### src/rtl/nibble_serial_adder.sv
// Nibble-serial W-bit adder: one 4-bit carry-lookahead slice reused over NIB clocks, LSB nibble first.
// Latency NIB+1 edges from accepted start to done; start is ignored while busy.
module nibble_serial_adder #(
    parameter int NIB = 4
) (
    input  logic              clk,
    input  logic              rst,
    input  logic              start,
    input  logic [4*NIB-1:0]  a,
    input  logic [4*NIB-1:0]  b,
    input  logic              ci,
    output logic              busy,
    output logic              done,
    output logic [4*NIB-1:0]  s,
    output logic              co,
    output logic              ovf,
    output logic              pg,
    output logic              gg
);
    localparam int W  = 4 * NIB;
    localparam int CW = (NIB > 1) ? $clog2(NIB) : 1;

    typedef enum logic [1:0] {S_IDLE, S_RUN, S_DONE} state_t;

    state_t          r_state;
    state_t          w_next;
    logic [W-1:0]    r_a;
    logic [W-1:0]    r_b;
    logic [W-1:0]    r_sum;
    logic            r_carry;
    logic [CW-1:0]   r_cnt;
    logic            r_acc_p;
    logic            r_acc_g;
    logic [W-1:0]    r_s;
    logic            r_co;
    logic            r_ovf;
    logic            r_pg;
    logic            r_gg;

    logic [CW+1:0]   w_base;
    logic [3:0]      w_an;
    logic [3:0]      w_bn;
    logic [3:0]      w_p;
    logic [3:0]      w_g;
    logic [4:0]      w_c;
    logic            w_grp_p;
    logic            w_grp_g;
    logic [3:0]      w_sum4;
    logic [W-1:0]    w_sum_next;
    logic            w_accept;
    logic            w_last;

    assign w_base   = {r_cnt, 2'b00};
    assign w_an     = r_a[w_base +: 4];
    assign w_bn     = r_b[w_base +: 4];
    assign w_p      = w_an ^ w_bn;
    assign w_g      = w_an & w_bn;
    assign w_accept = start && (r_state != S_RUN);
    assign w_last   = (r_cnt == CW'(NIB - 1));

    // Flattened lookahead: every carry is a two-level function of g, p and the incoming carry.
    assign w_grp_p = &w_p;
    assign w_grp_g = w_g[3] | (w_p[3] & w_g[2]) | (w_p[3] & w_p[2] & w_g[1])
                   | (w_p[3] & w_p[2] & w_p[1] & w_g[0]);
    assign w_c[0]  = r_carry;
    assign w_c[1]  = w_g[0] | (w_p[0] & r_carry);
    assign w_c[2]  = w_g[1] | (w_p[1] & w_g[0]) | (w_p[1] & w_p[0] & r_carry);
    assign w_c[3]  = w_g[2] | (w_p[2] & w_g[1]) | (w_p[2] & w_p[1] & w_g[0])
                   | (w_p[2] & w_p[1] & w_p[0] & r_carry);
    assign w_c[4]  = w_grp_g | (w_grp_p & r_carry);
    assign w_sum4  = w_p ^ w_c[3:0];

    always_comb begin
        w_sum_next = r_sum;
        w_sum_next[w_base +: 4] = w_sum4;
    end

    always_comb begin
        w_next = r_state;
        case (r_state)
            S_IDLE:  if (start) w_next = S_RUN;
            S_RUN:   if (w_last) w_next = S_DONE;
            S_DONE:  w_next = start ? S_RUN : S_IDLE;
            default: w_next = S_IDLE;
        endcase
    end

    always_ff @(posedge clk) begin
        if (rst) begin
            r_state <= S_IDLE;
            r_a     <= '0;
            r_b     <= '0;
            r_sum   <= '0;
            r_carry <= 1'b0;
            r_cnt   <= '0;
            r_acc_p <= 1'b0;
            r_acc_g <= 1'b0;
            r_s     <= '0;
            r_co    <= 1'b0;
            r_ovf   <= 1'b0;
            r_pg    <= 1'b0;
            r_gg    <= 1'b0;
        end else begin
            r_state <= w_next;
            if (w_accept) begin
                r_a     <= a;
                r_b     <= b;
                r_carry <= ci;
                r_sum   <= '0;
                r_cnt   <= '0;
                r_acc_p <= 1'b1;
                r_acc_g <= 1'b0;
            end else if (r_state == S_RUN) begin
                r_sum   <= w_sum_next;
                r_carry <= w_c[4];
                r_acc_p <= r_acc_p & w_grp_p;
                r_acc_g <= w_grp_g | (w_grp_p & r_acc_g);
                if (w_last) begin
                    // w_c[3] of the top nibble is the carry into bit W-1.
                    r_s   <= w_sum_next;
                    r_co  <= w_c[4];
                    r_ovf <= w_c[3] ^ w_c[4];
                    r_pg  <= r_acc_p & w_grp_p;
                    r_gg  <= w_grp_g | (w_grp_p & r_acc_g);
                end else begin
                    r_cnt <= r_cnt + CW'(1);
                end
            end
        end
    end

    assign busy = (r_state == S_RUN);
    assign done = (r_state == S_DONE);
    assign s    = r_s;
    assign co   = r_co;
    assign ovf  = r_ovf;
    assign pg   = r_pg;
    assign gg   = r_gg;

endmodule

### config.mk
export PLATFORM = sky130hd
export DESIGN_NAME = nibble_serial_adder
export DESIGN_NICKNAME = d
export VERILOG_FILES = /design/src/rtl/nibble_serial_adder.sv
export SDC_FILE = /design/constraint.sdc
export NUM_CORES = 1
export LEC_CHECK = 0
export ABC_AREA = 1
export BUFFER_PORTS_ARGS = -buffer_cell sky130_fd_sc_hd__buf_2
export CAP_MARGIN = 25
export CORE_ASPECT_RATIO = 0.5
export CORE_MARGIN = 4
export CORE_UTILIZATION = 25
export DETAILED_ROUTE_END_ITERATION = 16
export PLACE_DENSITY = 0.44
export SKIP_CTS_REPAIR_TIMING = 1
export SLEW_MARGIN = 20
export SYNTH_ARGS = -nofsm -noshare
export SYNTH_HDL_FRONTEND = slang
export SYNTH_SLANG_ARGS = --single-unit
### constraint.sdc
create_clock -name clk -period 2.5 [get_ports clk]
set_clock_uncertainty 0.15 [all_clocks]
set_input_delay 0.375 -clock clk [delete_from_list [all_inputs] [get_ports clk]]
set_output_delay 0.375 -clock clk [all_outputs]
set_load 0.05 [all_outputs]
==> out/qor.csv <==
stage,metric,value,unit
critical_path,start_kind,flop,
grt,grt_pass1_wl,15.6,mm
logic_synthesis,synth_top_area_share,42.6,%
logic_synthesis,yosys-top-cells-count,"102 x nor2_1, 75 x dfxtp_1, 73 x o21ai_0, 62 x inv_1, 37 x nand2_1",
grt,grt_max_degree,33,
detailed_routing,detail-route-antenna-nets,0,
grt,first_global_vias,3131,
logic_synthesis,synth_xor_xnor_area_share,0.497,%
timing,period_needed,2340,ps
power,p_leak,2.10,nW
logic_synthesis,synth_top_area_cell,dfxtp_1,
timing,setup_tns,0,ps
logic_synthesis,synth_top_family_by_area,simple AND/OR/NAND/NOR gates,
die,num_io_pins,58,
critical_path,worstSetupEndpointType,flop,
logic_synthesis,synth_compound_area_share,20.5,%
logic_synthesis,synth_edf_count,0,
clocking,cts_max_level,3,
timing,fmax,427,MHz
placed_design,hpwl,6.77,mm
timing,slew_violations,0,
die,die_x,176,um
timing,tightest_slew,493,ps
min_path,hp-class,input pin to flop,
clocking,numCtsBuffers,9,
grt,antenna_found_initial,0,
logic_synthesis,async_flop_share,0,%
min_path,min_from,b[12],
critical_path,r2r-start,r_cnt[0],
logic_synthesis,synth_mux_area_share,0.284,%
clocking,clk_pin_slew,50,ps
logic_synthesis,synthAdderAreaFrac,4.48,%
die,die_y,91.9,um
logic_synthesis,syn-instance-count,487,
final_layout,nets,592,
final_layout,drive_above_1_share,19.0,%
logic_synthesis,syn_avg_cell_area,7.23,um2
power,ir_drop,0.269,mV
final_layout,fillCellCount,1529,
timing,slew_headroom,67.1,%
logic_synthesis,synth_seq_cells,75,
logic_synthesis,synth_area_leaders,"dfxtp_1 43%, nor2_1 11%, o21ai_0 10%",
logic_synthesis,ys_dominant_reg_cell,dfxtp_1,
timing,finalCritPeriodShare,93.8,%
logic_synthesis,synth_area,3520,um2
clocking,clk_latency,330,ps
min_path,hold_end,r_b[12],
grt,grt.total_usage,12.0,%
power,cellPowerDensity,696,nW/um2
die,start_util,25.8,%
die,fp-row-count,30,
critical_path,reg2reg_to,r_sum[2],
critical_path,r2r_setup_slack,160,ps
clocking,cts_buffer_depth,2,
logic_synthesis,ys_warn_count,0,
critical_path,path_max_fanout,16,
critical_path,crit_required,2580,ps
grt,gr-total-overflow,0,
detailed_routing,drt_iter0_markers,105,
detailed_routing,routed_wl,9.10,mm
detailed_routing,num_vias,3128,
run,drv_cap,0,
timing,finalHoldViolations,0,
timing,rsz0062_at_grt,true,
status,outcome,finished clean,
detailed_routing,dr.pass1.iters,4,
placed_design,gp_congestion,0.836,
detailed_routing,vias_per_cell,4.23,
detailed_routing,drc,0,
logic_synthesis,synth.distinct_cells,32,
min_path,hold_depth,3,
timing,setup_viol,0,
logic_synthesis,seq_area_frac_synth,42.6,%
clocking,clockRootBuffer,clkbuf_16,
final_layout,final-seq-area,1510,um2
logic_synthesis,syn_nets,535,
detailed_routing,routedWlPerCell,12.3,um
die,core_area,13700,um2
clocking,cts_tree,yes,
critical_path,cp.arrival,2420,ps
logic_synthesis,synthSimpleGateAreaFrac,21.1,%
placed_design,port_buffers,57,
critical_path,critPathKind,flop to flop,
final_layout,area_growth,24.2,%
final_layout,multiInputGateArea,1690,um2
die,die-area,16200,um2
final_layout,diodes,0,
critical_path,rr_worst_depth,12,
clocking,clock-sinks,75,
logic_synthesis,synth.most_common_cell,nor2_1,
placed_design,placed_cells,725,
final_layout,finalNonFillerCells,740,
==> worst max path at each step <==
stage                   from  endpoint  slack, ps
CTS                 r_cnt[0]  r_sum[3]         20
global placement    r_cnt[0]  r_sum[3]         60
global route        r_cnt[0]      s[7]        -40
floorplan           r_cnt[0]  r_sum[3]        110
detailed placement  r_cnt[0]  r_sum[3]         40
finish              r_cnt[0]  r_sum[2]        160
==> per-layer routing <==
layer	wire length, um	vias up	GRT usage (%)
li1	-	1693	-
met1	4780	1380	16.7
met2	3870	47	18.1
met3	357	8	3.34
met4	89	0	3.37
met5	0	-	0
==> cell families (layout without fill, tap and decap cells) <==
kind of cell / count (synthesis) / after routing
AND/OR/NAND/NOR: 176 / 176
adder cells (fa/ha/maj): 12 / 12
AO/OA/AOI/OAI: 129 / 129
XOR/XNOR: 2 / 2
multiplexers: 1 / 1
buffers and inverters: 92 / 153
flip-flops: 75 / 75
==> state kept, by name, summed over array words and instances (netlist names), 2 cells and up <==
signal   count
r_b         16
r_cnt        2
r_state      2
r_a         16
r_sum       16
s           16
==> power breakdown <==
| group | total [mW] | internal, mW | leakage (nW) | switching [mW] |
|---|---|---|---|---|
| clock network | 1.21 | 0.744 | 0.141 | 0.469 |
| logic | 0.530 | 0.201 | 1.35 | 0.329 |
| registers | 1.30 | 1.26 | 0.616 | 0.0381 |
==> metrics by stage <==
| stage | instance area (um2) | worst slack, ps | power [mW] | hold slack (ps) | util, % |
|---|---|---|---|---|---|
| 2_1_floorplan | 3520 | 112 | 1.67 | 294 | - |
| 3_3_place_gp | 4050 | 62.6 | 1.84 | 314 | 29.6 |
| 3_5_place_dp | 4050 | 39.6 | 1.84 | 326 | 29.6 |
| 4_1_cts | 4330 | 18.0 | 3.07 | 127 | 31.7 |
| 5_1_grt | 4370 | -35.9 | 3.23 | 148 | 32.0 |
| 6_report | 4370 | 156 | 3.05 | 140 | 32.0 |
==> worst max-delay path, cell delays in order, from the launching register on <==
cell     delay (ps)
dfxtp_4         350
buf_12          140
o21ai_0         230
o22ai_2         150
ha_1            360
nand3_1         100
nand3_1         100
xor2_1          160
buf_4           150
nand2_1          50
o21ai_0          90
o21ai_0         150
inv_1            50
==> cell type report <==
class / instances / share of cell area [%]
Clock inverter: 2 / 0.229
Inverter: 68 / 5.95
Sequential cell: 75 / 34.4
Timing Repair Buffer: 70 / 9.12
Tap cell: 192 / 5.49
Clock buffer: 13 / 6.18
Multi-Input combinational cell: 320 / 38.6
==> cell usage in the layout, fill, tap and decap left out, types with 9 or more instances in the layout <==
cell	netlist	final
dfxtp_1	75	73
buf_4	0	11
clkbuf_16	0	9
o22ai_1	13	12
inv_1	62	62
a21oi_1	15	15
nor2_1	102	101
o21a_1	9	9
o21ai_0	73	71
ha_1	11	10
nand2_1	37	36
nand3_1	24	24
buf_2	9	57
Note: power is estimated with default switching activity, not from simulation.
